$ cat src/rtl/i2c_pkg.sv
// Shared types and constants for the I2C bus sequencer: FSM/quarter encodings and
// the per-state SCL/SDA pull-down pattern.
package i2c_pkg;

    localparam int unsigned I2C_BYTE_W    = 8;
    localparam int unsigned I2C_BIT_IDX_W = 3;

    typedef enum logic [2:0] {
        ST_IDLE,
        ST_START,
        ST_BIT,
        ST_ACK,
        ST_STOP
    } i2c_state_e;

    typedef enum logic [1:0] {
        Q0,
        Q1,
        Q2,
        Q3
    } i2c_qtr_e;

    localparam i2c_qtr_e ACK_SAMPLE_Q = Q2;

    // Returns {scl_oe, sda_oe}; 1 pulls the line low.
    function automatic logic [1:0] bus_oe(input i2c_state_e st, input i2c_qtr_e q,
                                          input logic data_bit);
        logic scl;
        logic sda;
        scl = 1'b0;
        sda = 1'b0;
        case (st)
            ST_START: begin
                scl = (q == Q2) || (q == Q3);
                sda = (q != Q0);
            end
            ST_BIT: begin
                scl = (q == Q0) || (q == Q3);
                sda = ~data_bit;
            end
            ST_ACK: begin
                scl = (q == Q0) || (q == Q3);
            end
            ST_STOP: begin
                scl = (q == Q0);
                sda = (q == Q0) || (q == Q1);
            end
            default: begin
                scl = 1'b0;
                sda = 1'b0;
            end
        endcase
        return {scl, sda};
    endfunction

endpackage

$ cat src/rtl/i2c_quarter_tick.sv
// QUARTER-clock divider: quarter index Q0..Q3 plus end-of-quarter and
// one-clock-early end-of-quarter strobes, all registered.
module i2c_quarter_tick
    import i2c_pkg::*;
#(
    parameter int unsigned QUARTER = 250
) (
    input  logic     clock,
    input  logic     reset,
    input  logic     restart_i,
    output i2c_qtr_e qtr_o,
    output logic     end_o,
    output logic     pre_end_o
);

    localparam int unsigned CNT_W = $clog2(QUARTER);

    logic [CNT_W-1:0] cnt_q, cnt_d;
    i2c_qtr_e         qtr_q, qtr_d;
    logic             end_q, pre_end_q;

    always_comb begin
        cnt_d = cnt_q + CNT_W'(1);
        qtr_d = qtr_q;
        if (restart_i) begin
            cnt_d = '0;
            qtr_d = Q0;
        end else if (end_q) begin
            cnt_d = '0;
            qtr_d = i2c_qtr_e'(qtr_q + 2'd1);
        end
    end

    // Strobes are decoded from the next count so they line up with cnt_q.
    always_ff @(posedge clock) begin
        if (reset) begin
            cnt_q     <= '0;
            qtr_q     <= Q0;
            end_q     <= 1'b0;
            pre_end_q <= 1'b0;
        end else begin
            cnt_q     <= cnt_d;
            qtr_q     <= qtr_d;
            end_q     <= (cnt_d == CNT_W'(QUARTER - 1));
            pre_end_q <= (cnt_d == CNT_W'(QUARTER - 2));
        end
    end

    assign qtr_o     = qtr_q;
    assign end_o     = end_q;
    assign pre_end_o = pre_end_q;

endmodule

$ cat src/rtl/i2c_bus_sequencer.sv
// Bit-level I2C master write engine: drives SCL/SDA and steps the external bit/msg/trans counters.
// Build option I2C_NACK_ABORT_EN: a NACK routes to STOP and ends the run.
module i2c_bus_sequencer
    import i2c_pkg::*;
#(
    parameter int unsigned QUARTER = 250
) (
    input  logic                     clock,
    input  logic                     reset,
    input  logic                     go,
    input  logic [I2C_BYTE_W-1:0]    byte_in,
    input  logic [I2C_BIT_IDX_W-1:0] index_bit,
    input  logic                     last_bit,
    input  logic                     last_msg,
    input  logic                     last_trans,
    input  logic                     sda_in,
    output logic                     inc_bit,
    output logic                     inc_msg,
    output logic                     inc_trans,
    output logic                     ctr_clear,
    output logic                     scl_oe,
    output logic                     sda_oe,
    output logic                     busy,
    output logic                     done,
    output logic                     nack
);

    i2c_state_e state_q, state_d;
    i2c_qtr_e   qtr, qtr_nxt;
    logic       qtr_end, qtr_pre_end;
    logic       slot_end, go_ok, ack_sample, data_bit, abort;
    logic       sda_s1_q, sda_s2_q;
    logic       nack_q, nack_d, done_q, done_d, busy_q, busy_d, clr_q, clr_d;
    logic       inc_bit_q, inc_bit_d, inc_msg_q, inc_msg_d, inc_trans_q, inc_trans_d;
    logic       scl_oe_q, scl_oe_d, sda_oe_q, sda_oe_d;

    i2c_quarter_tick #(
        .QUARTER(QUARTER)
    ) u_tick (
        .clock    (clock),
        .reset    (reset),
        .restart_i(state_q == ST_IDLE),
        .qtr_o    (qtr),
        .end_o    (qtr_end),
        .pre_end_o(qtr_pre_end)
    );

    // Next state plus next values of every registered output.
    always_comb begin
        state_d     = state_q;
        nack_d      = nack_q;
        slot_end    = qtr_end && (qtr == Q3);
        go_ok       = (state_q == ST_IDLE) && go;
        ack_sample  = (state_q == ST_ACK) && (qtr == ACK_SAMPLE_Q) && qtr_end;
        data_bit    = byte_in[I2C_BIT_IDX_W'(I2C_BYTE_W - 1) - index_bit];
`ifdef I2C_NACK_ABORT_EN
        abort       = nack_q;
`else
        abort       = 1'b0;
`endif
        unique case (state_q)
            ST_IDLE:  if (go) state_d = ST_START;
            ST_START: if (slot_end) state_d = ST_BIT;
            ST_BIT:   if (slot_end) state_d = last_bit ? ST_ACK : ST_BIT;
            ST_ACK:   if (slot_end) state_d = (last_msg || abort) ? ST_STOP : ST_BIT;
            ST_STOP:  if (slot_end) state_d = (last_trans || abort) ? ST_IDLE : ST_START;
            default:  state_d = ST_IDLE;
        endcase

        if (go_ok) begin
            nack_d = 1'b0;
        end else if (ack_sample && sda_s2_q) begin
            nack_d = 1'b1;
        end

        // Pulses land on the last clock of q3, so they are set up one clock early.
        inc_bit_d   = (state_q == ST_BIT)  && (qtr == Q3) && qtr_pre_end;
        inc_msg_d   = (state_q == ST_ACK)  && (qtr == Q3) && qtr_pre_end;
        inc_trans_d = (state_q == ST_STOP) && (qtr == Q3) && qtr_pre_end;
        done_d      = (state_q == ST_STOP) && (state_d == ST_IDLE);
        busy_d      = (state_d != ST_IDLE);
        clr_d       = go_ok;

        qtr_nxt = qtr;
        if ((state_d != state_q) || (state_d == ST_IDLE)) begin
            qtr_nxt = Q0;
        end else if (qtr_end) begin
            qtr_nxt = i2c_qtr_e'(qtr + 2'd1);
        end
        // SDA data follows the counters one clock late; it settles while SCL is low in q0.
        {scl_oe_d, sda_oe_d} = bus_oe(state_d, qtr_nxt, data_bit);
    end

    always_ff @(posedge clock) begin
        if (reset) begin
            state_q     <= ST_IDLE;
            sda_s1_q    <= 1'b0;
            sda_s2_q    <= 1'b0;
            nack_q      <= 1'b0;
            done_q      <= 1'b0;
            busy_q      <= 1'b0;
            clr_q       <= 1'b0;
            inc_bit_q   <= 1'b0;
            inc_msg_q   <= 1'b0;
            inc_trans_q <= 1'b0;
            scl_oe_q    <= 1'b0;
            sda_oe_q    <= 1'b0;
        end else begin
            state_q     <= state_d;
            sda_s1_q    <= sda_in;
            sda_s2_q    <= sda_s1_q;
            nack_q      <= nack_d;
            done_q      <= done_d;
            busy_q      <= busy_d;
            clr_q       <= clr_d;
            inc_bit_q   <= inc_bit_d;
            inc_msg_q   <= inc_msg_d;
            inc_trans_q <= inc_trans_d;
            scl_oe_q    <= scl_oe_d;
            sda_oe_q    <= sda_oe_d;
        end
    end

    assign inc_bit   = inc_bit_q;
    assign inc_msg   = inc_msg_q;
    assign inc_trans = inc_trans_q;
    assign ctr_clear = clr_q;
    assign scl_oe    = scl_oe_q;
    assign sda_oe    = sda_oe_q;
    assign busy      = busy_q;
    assign done      = done_q;
    assign nack      = nack_q;

endmodule

$ cat config.mk
export PLATFORM = sky130hd
export DESIGN_NAME = i2c_bus_sequencer
export DESIGN_NICKNAME = d
export VERILOG_FILES = /design/src/rtl/i2c_pkg.sv /design/src/rtl/i2c_quarter_tick.sv /design/src/rtl/i2c_bus_sequencer.sv
export SDC_FILE = /design/constraint.sdc
export NUM_CORES = 1
export LEC_CHECK = 0
export CAP_MARGIN = 20
export CORE_MARGIN = 2
export CORE_UTILIZATION = 41
export CTS_CLUSTER_SIZE = 24
export DETAILED_ROUTE_END_ITERATION = 10
export HOLD_SLACK_MARGIN = 0.12
export PLACE_DENSITY = 0.76
export REMOVE_ABC_BUFFERS = 1
export SLEW_MARGIN = 0
export SYNTH_ARGS = -nofsm -noshare
export SYNTH_HDL_FRONTEND = slang
export SYNTH_SLANG_ARGS = --single-unit
$ cat constraint.sdc
create_clock -name clock -period 1.68 [get_ports clock]
set_clock_uncertainty 0.1 [all_clocks]
set_input_delay 0.252 -clock clock [delete_from_list [all_inputs] [get_ports clock]]
set_output_delay 0.252 -clock clock [all_outputs]
set_load 0.01 [all_outputs]
==> impl_metrics.prom, run 1 <==
# TYPE chip_impl_metric gauge
chip_impl_metric{name="grt_usage",unit="%"} 18.4
chip_impl_metric{name="yosys.area.top_type_share",unit="%"} 40.3
chip_impl_info{name="status",value="complete, but fails checks"} 1
chip_impl_info{name="critical_path.endpoint_type",value="register"} 1
chip_impl_metric{name="routed-via-count",unit=""} 1272
chip_impl_metric{name="maximum_clock_frequency",unit="MHz"} 585
chip_impl_metric{name="crit_arrival",unit="ps"} 1840
chip_impl_info{name="violated_checks",value="setup timing"} 1
chip_impl_metric{name="pin_count_of_the_biggest_net_entering_global_routing",unit=""} 15
chip_impl_metric{name="initial_utilization",unit="%"} 42.7
chip_impl_metric{name="hold_buffers",unit=""} 0
chip_impl_metric{name="ctsHtreeMaxLevel",unit=""} 1
chip_impl_info{name="highest_layer",value="met4"} 1
chip_impl_metric{name="finalHoldViolCount",unit=""} 0
chip_impl_metric{name="fin_crit_sh",unit="%"} 102
chip_impl_info{name="crit_path_start",value="u_tick.qtr_o[1]$_SDFF_PP0_"} 1
chip_impl_info{name="crit-reg2reg-capture",value="sda_oe$_SDFF_PP0_"} 1
chip_impl_metric{name="core_area",unit="µm²"} 3030
chip_impl_info{name="path_class",value="register to register"} 1
chip_impl_metric{name="layout.filler_cells",unit=""} 235
chip_impl_info{name="root_buffer_master",value="clkbuf_4"} 1
chip_impl_metric{name="antenna_violating_nets_post_route",unit=""} 0
chip_impl_info{name="holdCritPathClass",value="register to register"} 1
chip_impl_metric{name="maxSlewHeadroom",unit="%"} 73.5
chip_impl_metric{name="timing.critical_path.required",unit="ps"} 1810
chip_impl_metric{name="detail_route.wirelength.met1",unit="mm"} 1.32
chip_impl_metric{name="io_buffers",unit=""} 26
chip_impl_metric{name="vdd_drop_max",unit="µV"} 330
chip_impl_metric{name="share_of_synthesized_area_occupied_by_flip_flops_and_latches",unit="%"} 40.3
chip_impl_info{name="timing.critical_path.to",value="sda_oe$_SDFF_PP0_"} 1
chip_impl_metric{name="hold-worst-slack",unit="ps"} 356
chip_impl_info{name="synthFlopType",value="dfxtp_1"} 1
chip_impl_info{name="synthTopCellsByArea",value="dfxtp_1 (40%), nor2_1 (7.6%), nand2_1 (4.1%), mux4_2 (3.5%), xnor2_1 (3.4%)"} 1
chip_impl_info{name="synthTopCellsByCount",value="dfxtp_1 (26), nor2_1 (26), nand2_1 (14), nor3_1 (6)"} 1
chip_impl_metric{name="postRouteWirelength",unit="mm"} 3.30
chip_impl_metric{name="dieWidth",unit="µm"} 60.1
chip_impl_metric{name="globalRoute.totalOverflow",unit=""} 0
chip_impl_metric{name="tns",unit="ps"} -46.2
chip_impl_metric{name="row_count",unit=""} 20
chip_impl_metric{name="cts.clk_slew.worst_paths",unit="ps"} 140
chip_impl_metric{name="post-route-min-period",unit="ps"} 1710
chip_impl_metric{name="post_synth.cell_area_avg",unit="µm²"} 8.85
chip_impl_metric{name="drc",unit=""} 0
chip_impl_metric{name="layout_setup_ws",unit="ps"} -28.4
chip_impl_metric{name="number_of_synthesized_flops_with_an_enable_pin",unit=""} 0
chip_impl_metric{name="layout_cell_share_with_drive_strength_beyond_1",unit="%"} 31.2
chip_impl_metric{name="floorplan.die_area",unit="µm²"} 3620
chip_impl_metric{name="clk_latency",unit="ps"} 320
chip_impl_metric{name="floorplan.io_pins",unit=""} 27
chip_impl_metric{name="synth_seq_cells",unit=""} 26
chip_impl_metric{name="global_route_wire_length_before_repair",unit="mm"} 4.98
chip_impl_metric{name="die_height",unit="µm"} 60.1
chip_impl_metric{name="dr_wl_met2",unit="mm"} 1.75
chip_impl_info{name="critPathSlowestCell",value="dfxtp_2"} 1
chip_impl_info{name="largest_area_contributor_in_the_netlist",value="dfxtp_1"} 1
chip_impl_metric{name="post_drt_via_cell_ratio",unit=""} 5.23
chip_impl_info{name="worstPathCellList",value="ha_4 -> and4b_1 -> a32oi_2 -> o311ai_4 -> a32oi_1 -> o22ai_1"} 1
chip_impl_metric{name="place.gp.congestion",unit=""} 0.819
chip_impl_metric{name="synthesis.instances",unit=""} 146
chip_impl_metric{name="critical_path_peak_fanout",unit=""} 4
chip_impl_metric{name="setup_failing_eps_final",unit=""} 2
chip_impl_metric{name="slowest_delay",unit="ps"} 360
chip_impl_metric{name="synthDistinctLibCells",unit=""} 45
chip_impl_info{name="rsz0062_at_grt",value="yes"} 1
chip_impl_metric{name="via_count_of_the_first_global_routing_pass",unit=""} 1221
chip_impl_metric{name="avgRoutedWirePerCell",unit="µm"} 13.6
chip_impl_metric{name="r2r_setup_slack",unit="ps"} -30
chip_impl_metric{name="nets_finish",unit=""} 221
chip_impl_metric{name="power_per_cell_area",unit="nW/µm²"} 575
chip_impl_metric{name="max-cap-violations",unit=""} 0
chip_impl_metric{name="cts-buffers-inserted",unit=""} 3
chip_impl_metric{name="fin_cells",unit=""} 243
chip_impl_metric{name="syn_area",unit="µm²"} 1290
chip_impl_metric{name="yosysWarningCount",unit=""} 0
chip_impl_metric{name="antenna-diode-count",unit=""} 0
chip_impl_metric{name="finalMaxSlewViolations",unit=""} 0
chip_impl_metric{name="met3WireLength",unit="µm"} 132
chip_impl_metric{name="drt_iter0_markers",unit=""} 24
chip_impl_metric{name="worstRegToRegCells",unit=""} 6
chip_impl_metric{name="p_leak",unit="nW"} 0.725
chip_impl_metric{name="antenna_violations_before_repair",unit=""} 0
chip_impl_metric{name="synthToLayoutAreaGrowth",unit="%"} 50.1
chip_impl_metric{name="dr.pass1.iters",unit=""} 4
chip_impl_metric{name="whs_path_depth",unit=""} 1
chip_impl_metric{name="cts_num_sinks",unit=""} 26
chip_impl_metric{name="dp_hpwl",unit="mm"} 2.43
chip_impl_metric{name="cts.path.max_buffers",unit=""} 2
chip_impl_info{name="start_kind",value="register"} 1
chip_impl_metric{name="numPlacedInstances",unit=""} 238
chip_impl_metric{name="asyncSetResetFlopFracSynth",unit="%"} 0
chip_impl_info{name="cts_tree",value="yes"} 1
chip_impl_info{name="worstReg2RegStart",value="u_tick.qtr_o[1]$_SDFF_PP0_"} 1
chip_impl_metric{name="tightestPinTransition",unit="ps"} 396
[placed cells by master, fill, tap and decap left out, types with 2 or more instances in the layout]
cell type	synthesis	routed
a21oi_1	3	2
a31oi_1	3	3
and2_1	3	3
buf_4	1	30
clkbuf_4	0	3
clkdlybuf4s50_1	0	26
dfxtp_1	26	18
dfxtp_2	0	6
dfxtp_4	0	2
inv_1	5	5
mux4_2	2	2
nand2_1	14	13
nand3_1	5	5
nand4_1	2	2
nor2_1	26	24
nor2b_1	3	3
nor3_1	6	5
o211a_1	2	2
o21ai_0	2	2
o22ai_2	0	2
xnor2_1	5	5
xor2_1	3	3
[how the worst min path moves through the flow]
| stage | start | end | slack, ps |
|---|---|---|---|
| 4_1_cts | sda_s1_q$_SDFF_PP0_ | sda_s2_q$_SDFF_PP0_ | 360 |
| 3_5_place_dp | sda_s1_q$_SDFF_PP0_ | sda_s2_q$_SDFF_PP0_ | 330 |
| 5_1_grt | sda_in | sda_s1_q$_SDFF_PP0_ | 350 |
| 3_3_place_gp | sda_s1_q$_SDFF_PP0_ | sda_s2_q$_SDFF_PP0_ | 320 |
| 6_report | sda_s1_q$_SDFF_PP0_ | sda_s2_q$_SDFF_PP0_ | 360 |
| 2_1_floorplan | reset | scl_oe$_SDFF_PP0_ | 220 |
[layer usage]
| metal | vias up | GRT usage (%) |
|---|---|---|
| met4 | 0 | 10.2 |
| met1 | 596 | 21.3 |
| met3 | 11 | 2.38 |
| met5 | - | 0 |
| met2 | 43 | 32.5 |
| li1 | 622 | - |
[flip-flops by register name (all words and copies together), names as in the netlist]
name              count
u_tick.cnt_q          8
state_q               3
u_tick.qtr_o          2
busy                  1
ctr_clear             1
done                  1
inc_bit               1
inc_msg               1
inc_trans             1
nack                  1
scl_oe                1
sda_oe                1
sda_s1_q              1
sda_s2_q              1
u_tick.end_o          1
u_tick.pre_end_o      1
[worst max-delay path: cells and delay by family, from the launching register on]
family	cells	cell delay, ps
compound gates	4	790
flops	1	360
simple gates	1	190
fa+ha+maj	1	170
[metrics by stage]
stage          setup WS, ps  utilization [%]  cell area [µm²]  power (mW)
2_1_floorplan          -119                -             1250       0.705
3_3_place_gp           -196             58.9             1780       0.794
3_5_place_dp           -320             58.9             1780       0.801
4_1_cts               -26.8             61.7             1870        1.11
5_1_grt               -92.7             64.1             1940        1.16
6_report              -28.4             64.1             1940        1.12
[report_power, final]
| part | switching, mW | internal [mW] |
|---|---|---|
| registers | 0.00784 | 0.625 |
| clock network | 0.188 | 0.133 |
| logic | 0.0685 | 0.0940 |
| total | 0.264 | 0.852 |
[repair_timing]
item,CTS,global route
setup endpoints to repair,7,6
hold endpoints to repair,0,0
pin swaps,8,10
resized for setup,14,14
cloned,0,0
setup buffers,0,1
[layout make-up]
cell class	count	area [µm²]	share of cell area, %
clock buffer	4	36.3	1.87
inverter	5	18.8	0.967
tap	44	55.1	2.84
sequential	26	536	27.6
timing repair buffer	56	485	25.0
multi-input combinational	108	810	41.7
[kinds of logic (layout without fill, tap and decap cells)]
group,Yosys count,in the layout,synth area share [%]
AND/OR/NAND/NOR,69,69,26.4
flip-flops,26,26,40.3
AO/OA/AOI/OAI,25,25,16.1
buffers and inverters,12,65,4.65
XOR/XNOR,8,8,5.42
adder cells (fa/ha/maj),3,3,2.90
multiplexers,3,3,4.26
(Power assumes the default switching activity.)
==> inputs of run 2 (changes only) <==
PLACE_DENSITY = 0.71   (was 0.76)
==> impl_metrics.prom, run 2 (synthesis results as in run 1) <==
# TYPE chip_impl_metric gauge
chip_impl_info{name="violated_checks",value="setup timing"} 1
chip_impl_metric{name="nets_finish",unit=""} 223
chip_impl_metric{name="tns",unit="ps"} -111
chip_impl_metric{name="pin_count_of_the_biggest_net_entering_global_routing",unit=""} 16
chip_impl_metric{name="cts-buffers-inserted",unit=""} 3
chip_impl_metric{name="place.gp.congestion",unit=""} 0.831
chip_impl_metric{name="setup_failing_eps_final",unit=""} 2
chip_impl_metric{name="antenna_violating_nets_post_route",unit=""} 0
chip_impl_info{name="cts_tree",value="yes"} 1
chip_impl_metric{name="whs_path_depth",unit=""} 2
chip_impl_metric{name="cts_num_sinks",unit=""} 26
chip_impl_metric{name="clk_latency",unit="ps"} 340
chip_impl_metric{name="drc",unit=""} 0
chip_impl_metric{name="dieWidth",unit="µm"} 60.1
chip_impl_metric{name="io_buffers",unit=""} 26
chip_impl_metric{name="worstRegToRegCells",unit=""} 4
chip_impl_info{name="registers.top_by_ff_count",value="u_tick.cnt_q"} 1
chip_impl_info{name="root_buffer_master",value="clkbuf_4"} 1
chip_impl_metric{name="hold-worst-slack",unit="ps"} 348
chip_impl_metric{name="routed-via-count",unit=""} 1235
chip_impl_metric{name="grt_usage",unit="%"} 19.7
chip_impl_info{name="worstPathCellList",value="or3b_4 -> o311ai_4 -> o2111ai_2 -> a31oi_1"} 1
chip_impl_metric{name="avgRoutedWirePerCell",unit="µm"} 12.8
chip_impl_metric{name="dr.pass1.iters",unit=""} 4
chip_impl_metric{name="core_area",unit="µm²"} 3030
chip_impl_info{name="start_kind",value="register"} 1
chip_impl_metric{name="ctsHtreeMaxLevel",unit=""} 1
chip_impl_metric{name="floorplan.io_pins",unit=""} 27
chip_impl_info{name="mostFrequentLayoutCells",value="buf_4 (32), nor2_1 (26), clkdlybuf4s50_1 (26)"} 1
chip_impl_metric{name="power_per_cell_area",unit="nW/µm²"} 633
chip_impl_info{name="worst_hold_start",value="sda_in"} 1
chip_impl_metric{name="slowest_delay",unit="ps"} 430
chip_impl_metric{name="finalMaxSlewViolations",unit=""} 0
chip_impl_info{name="busiest_layer",value="met2"} 1
chip_impl_metric{name="antenna-diode-count",unit=""} 0
chip_impl_metric{name="global_route_wire_length_before_repair",unit="mm"} 5.31
chip_impl_metric{name="max-cap-violations",unit=""} 0
chip_impl_metric{name="post-route-min-period",unit="ps"} 1770
chip_impl_metric{name="report.power.total",unit="mW"} 1.23
chip_impl_info{name="min_delay_worst_endpoint",value="sda_s1_q$_SDFF_PP0_"} 1
chip_impl_metric{name="synthToLayoutAreaGrowth",unit="%"} 49.9
chip_impl_info{name="status",value="complete, but fails checks"} 1
chip_impl_metric{name="floorplan.die_area",unit="µm²"} 3620
chip_impl_metric{name="row_count",unit=""} 20
chip_impl_metric{name="vdd_drop_max",unit="µV"} 384
chip_impl_metric{name="via_count_of_the_first_global_routing_pass",unit=""} 1211
chip_impl_metric{name="tightestPinTransition",unit="ps"} 336
chip_impl_info{name="holdCritPathClass",value="primary input to register"} 1
chip_impl_metric{name="preCtsSetupSlack",unit="ps"} -292
chip_impl_metric{name="cp_num_buf_inv",unit=""} 0
chip_impl_metric{name="antenna_violations_before_repair",unit=""} 0
chip_impl_metric{name="die_height",unit="µm"} 60.1
chip_impl_metric{name="postRouteWirelength",unit="mm"} 3.14
chip_impl_metric{name="cts.clk_slew.worst_paths",unit="ps"} 150
chip_impl_info{name="crit-reg2reg-capture",value="scl_oe$_SDFF_PP0_"} 1
chip_impl_metric{name="fin_crit_sh",unit="%"} 106
chip_impl_metric{name="globalRoute.totalOverflow",unit=""} 0
chip_impl_metric{name="timing.critical_path.required",unit="ps"} 1830
chip_impl_info{name="rsz0062_at_grt",value="yes"} 1
chip_impl_metric{name="global_route.usage.met1",unit="%"} 24.7
chip_impl_metric{name="critical_path_peak_fanout",unit=""} 6
chip_impl_metric{name="crit_arrival",unit="ps"} 1930
chip_impl_metric{name="cts.path.max_buffers",unit=""} 2
chip_impl_metric{name="layout.filler_cells",unit=""} 255
chip_impl_metric{name="r2r_setup_slack",unit="ps"} -90
chip_impl_metric{name="dp_hpwl",unit="mm"} 2.33
chip_impl_metric{name="largest_register_ffs",unit=""} 8
chip_impl_metric{name="register_area",unit="µm²"} 536
chip_impl_info{name="critPathSlowestCell",value="or3b_4"} 1
chip_impl_info{name="worstReg2RegStart",value="state_q[2]$_SDFF_PP0_"} 1
chip_impl_metric{name="numPlacedInstances",unit=""} 240
chip_impl_metric{name="met3_usage",unit="%"} 3.25
chip_impl_metric{name="post_drt_via_cell_ratio",unit=""} 5.04
chip_impl_info{name="worst_path_dominant_cell_family",value="compound AO/OA/AOI/OAI gates"} 1
chip_impl_metric{name="multi_input_combinational_cell_area",unit="µm²"} 774
chip_impl_metric{name="layout_cell_share_with_drive_strength_beyond_1",unit="%"} 30.3
chip_impl_metric{name="initial_utilization",unit="%"} 42.7
chip_impl_metric{name="finalHoldViolCount",unit=""} 0
chip_impl_metric{name="maximum_clock_frequency",unit="MHz"} 564
chip_impl_metric{name="fin_cells",unit=""} 245
chip_impl_info{name="most_common_library_cell_in_the_layout_ignoring_fill_and_taps",value="buf_4"} 1
chip_impl_metric{name="drt_iter0_markers",unit=""} 43
chip_impl_metric{name="met2_usage",unit="%"} 33.5
chip_impl_metric{name="maxSlewHeadroom",unit="%"} 77.5
chip_impl_info{name="path_class",value="register to register"} 1
chip_impl_info{name="critical_path.endpoint_type",value="register"} 1
chip_impl_metric{name="layout_setup_ws",unit="ps"} -94.3
chip_impl_metric{name="p_leak",unit="nW"} 0.746
==> run 2: how the worst max path moves through the flow <==
| stage | startpoint | endpoint | slack [ps] | cells after the start |
|---|---|---|---|---|
| finish | state_q[2]$_SDFF_PP0_ | scl_oe$_SDFF_PP0_ | -90 | 4 |
| global route | state_q[0]$_SDFF_PP0_ | scl_oe$_SDFF_PP0_ | -140 | 4 |
| CTS | u_tick.qtr_o[0]$_SDFF_PP0_ | scl_oe$_SDFF_PP0_ | -40 | 7 |
| global placement | last_bit | done$_SDFF_PP0_ | -230 | 6 |
| floorplan | u_tick.qtr_o[0]$_SDFF_PP0_ | done$_SDFF_PP0_ | -120 | 6 |
| detailed placement | last_bit | done$_SDFF_PP0_ | -290 | 6 |
==> run 2: timing repair <==
item | CTS | global route
pin swaps | 6 | 1
setup endpoints to repair | 6 | 6
hold buffers | 0 | 0
gates resized for setup | 11 | 12
setup buffers | 1 | 0
==> run 2: cell type report <==
cell class / instances / share of cell area [%]
clock buffer: 3 / 1.16
clock inverter: 1 / 1.55
inverter: 5 / 0.969
multi-input combinational: 108 / 40.0
sequential: 26 / 27.6
tap: 44 / 2.84
timing repair buffer: 58 / 25.8
==> run 2: layer usage <==
layer / share of wire, % / up-vias
met3: 3.1 / 5
met1: 44 / 581
met5: 0 / -
met2: 52 / 24
met4: 1.5 / 0
li1: - / 625
==> run 2: stage by stage <==
stage / util (%) / instance area, µm²
5_1_grt: 64.0 / 1940
3_5_place_dp: 59.4 / 1800
4_1_cts: 62.6 / 1890
3_3_place_gp: 59.4 / 1800
6_report: 64.0 / 1940
2_1_floorplan: - / 1250
==> run 2: power breakdown <==
group / internal [mW] / switching (mW) / leakage (nW)
clock network: 0.242 / 0.198 / 0.0279
logic: 0.0948 / 0.0620 / 0.504
registers: 0.623 / 0.00708 / 0.215
==> inputs of run 3 (changes only) <==
HOLD_SLACK_MARGIN = unset   (was 0.12)
==> results of run 3 <==
Final layout, timing and power as in run 2 (identical DEF).
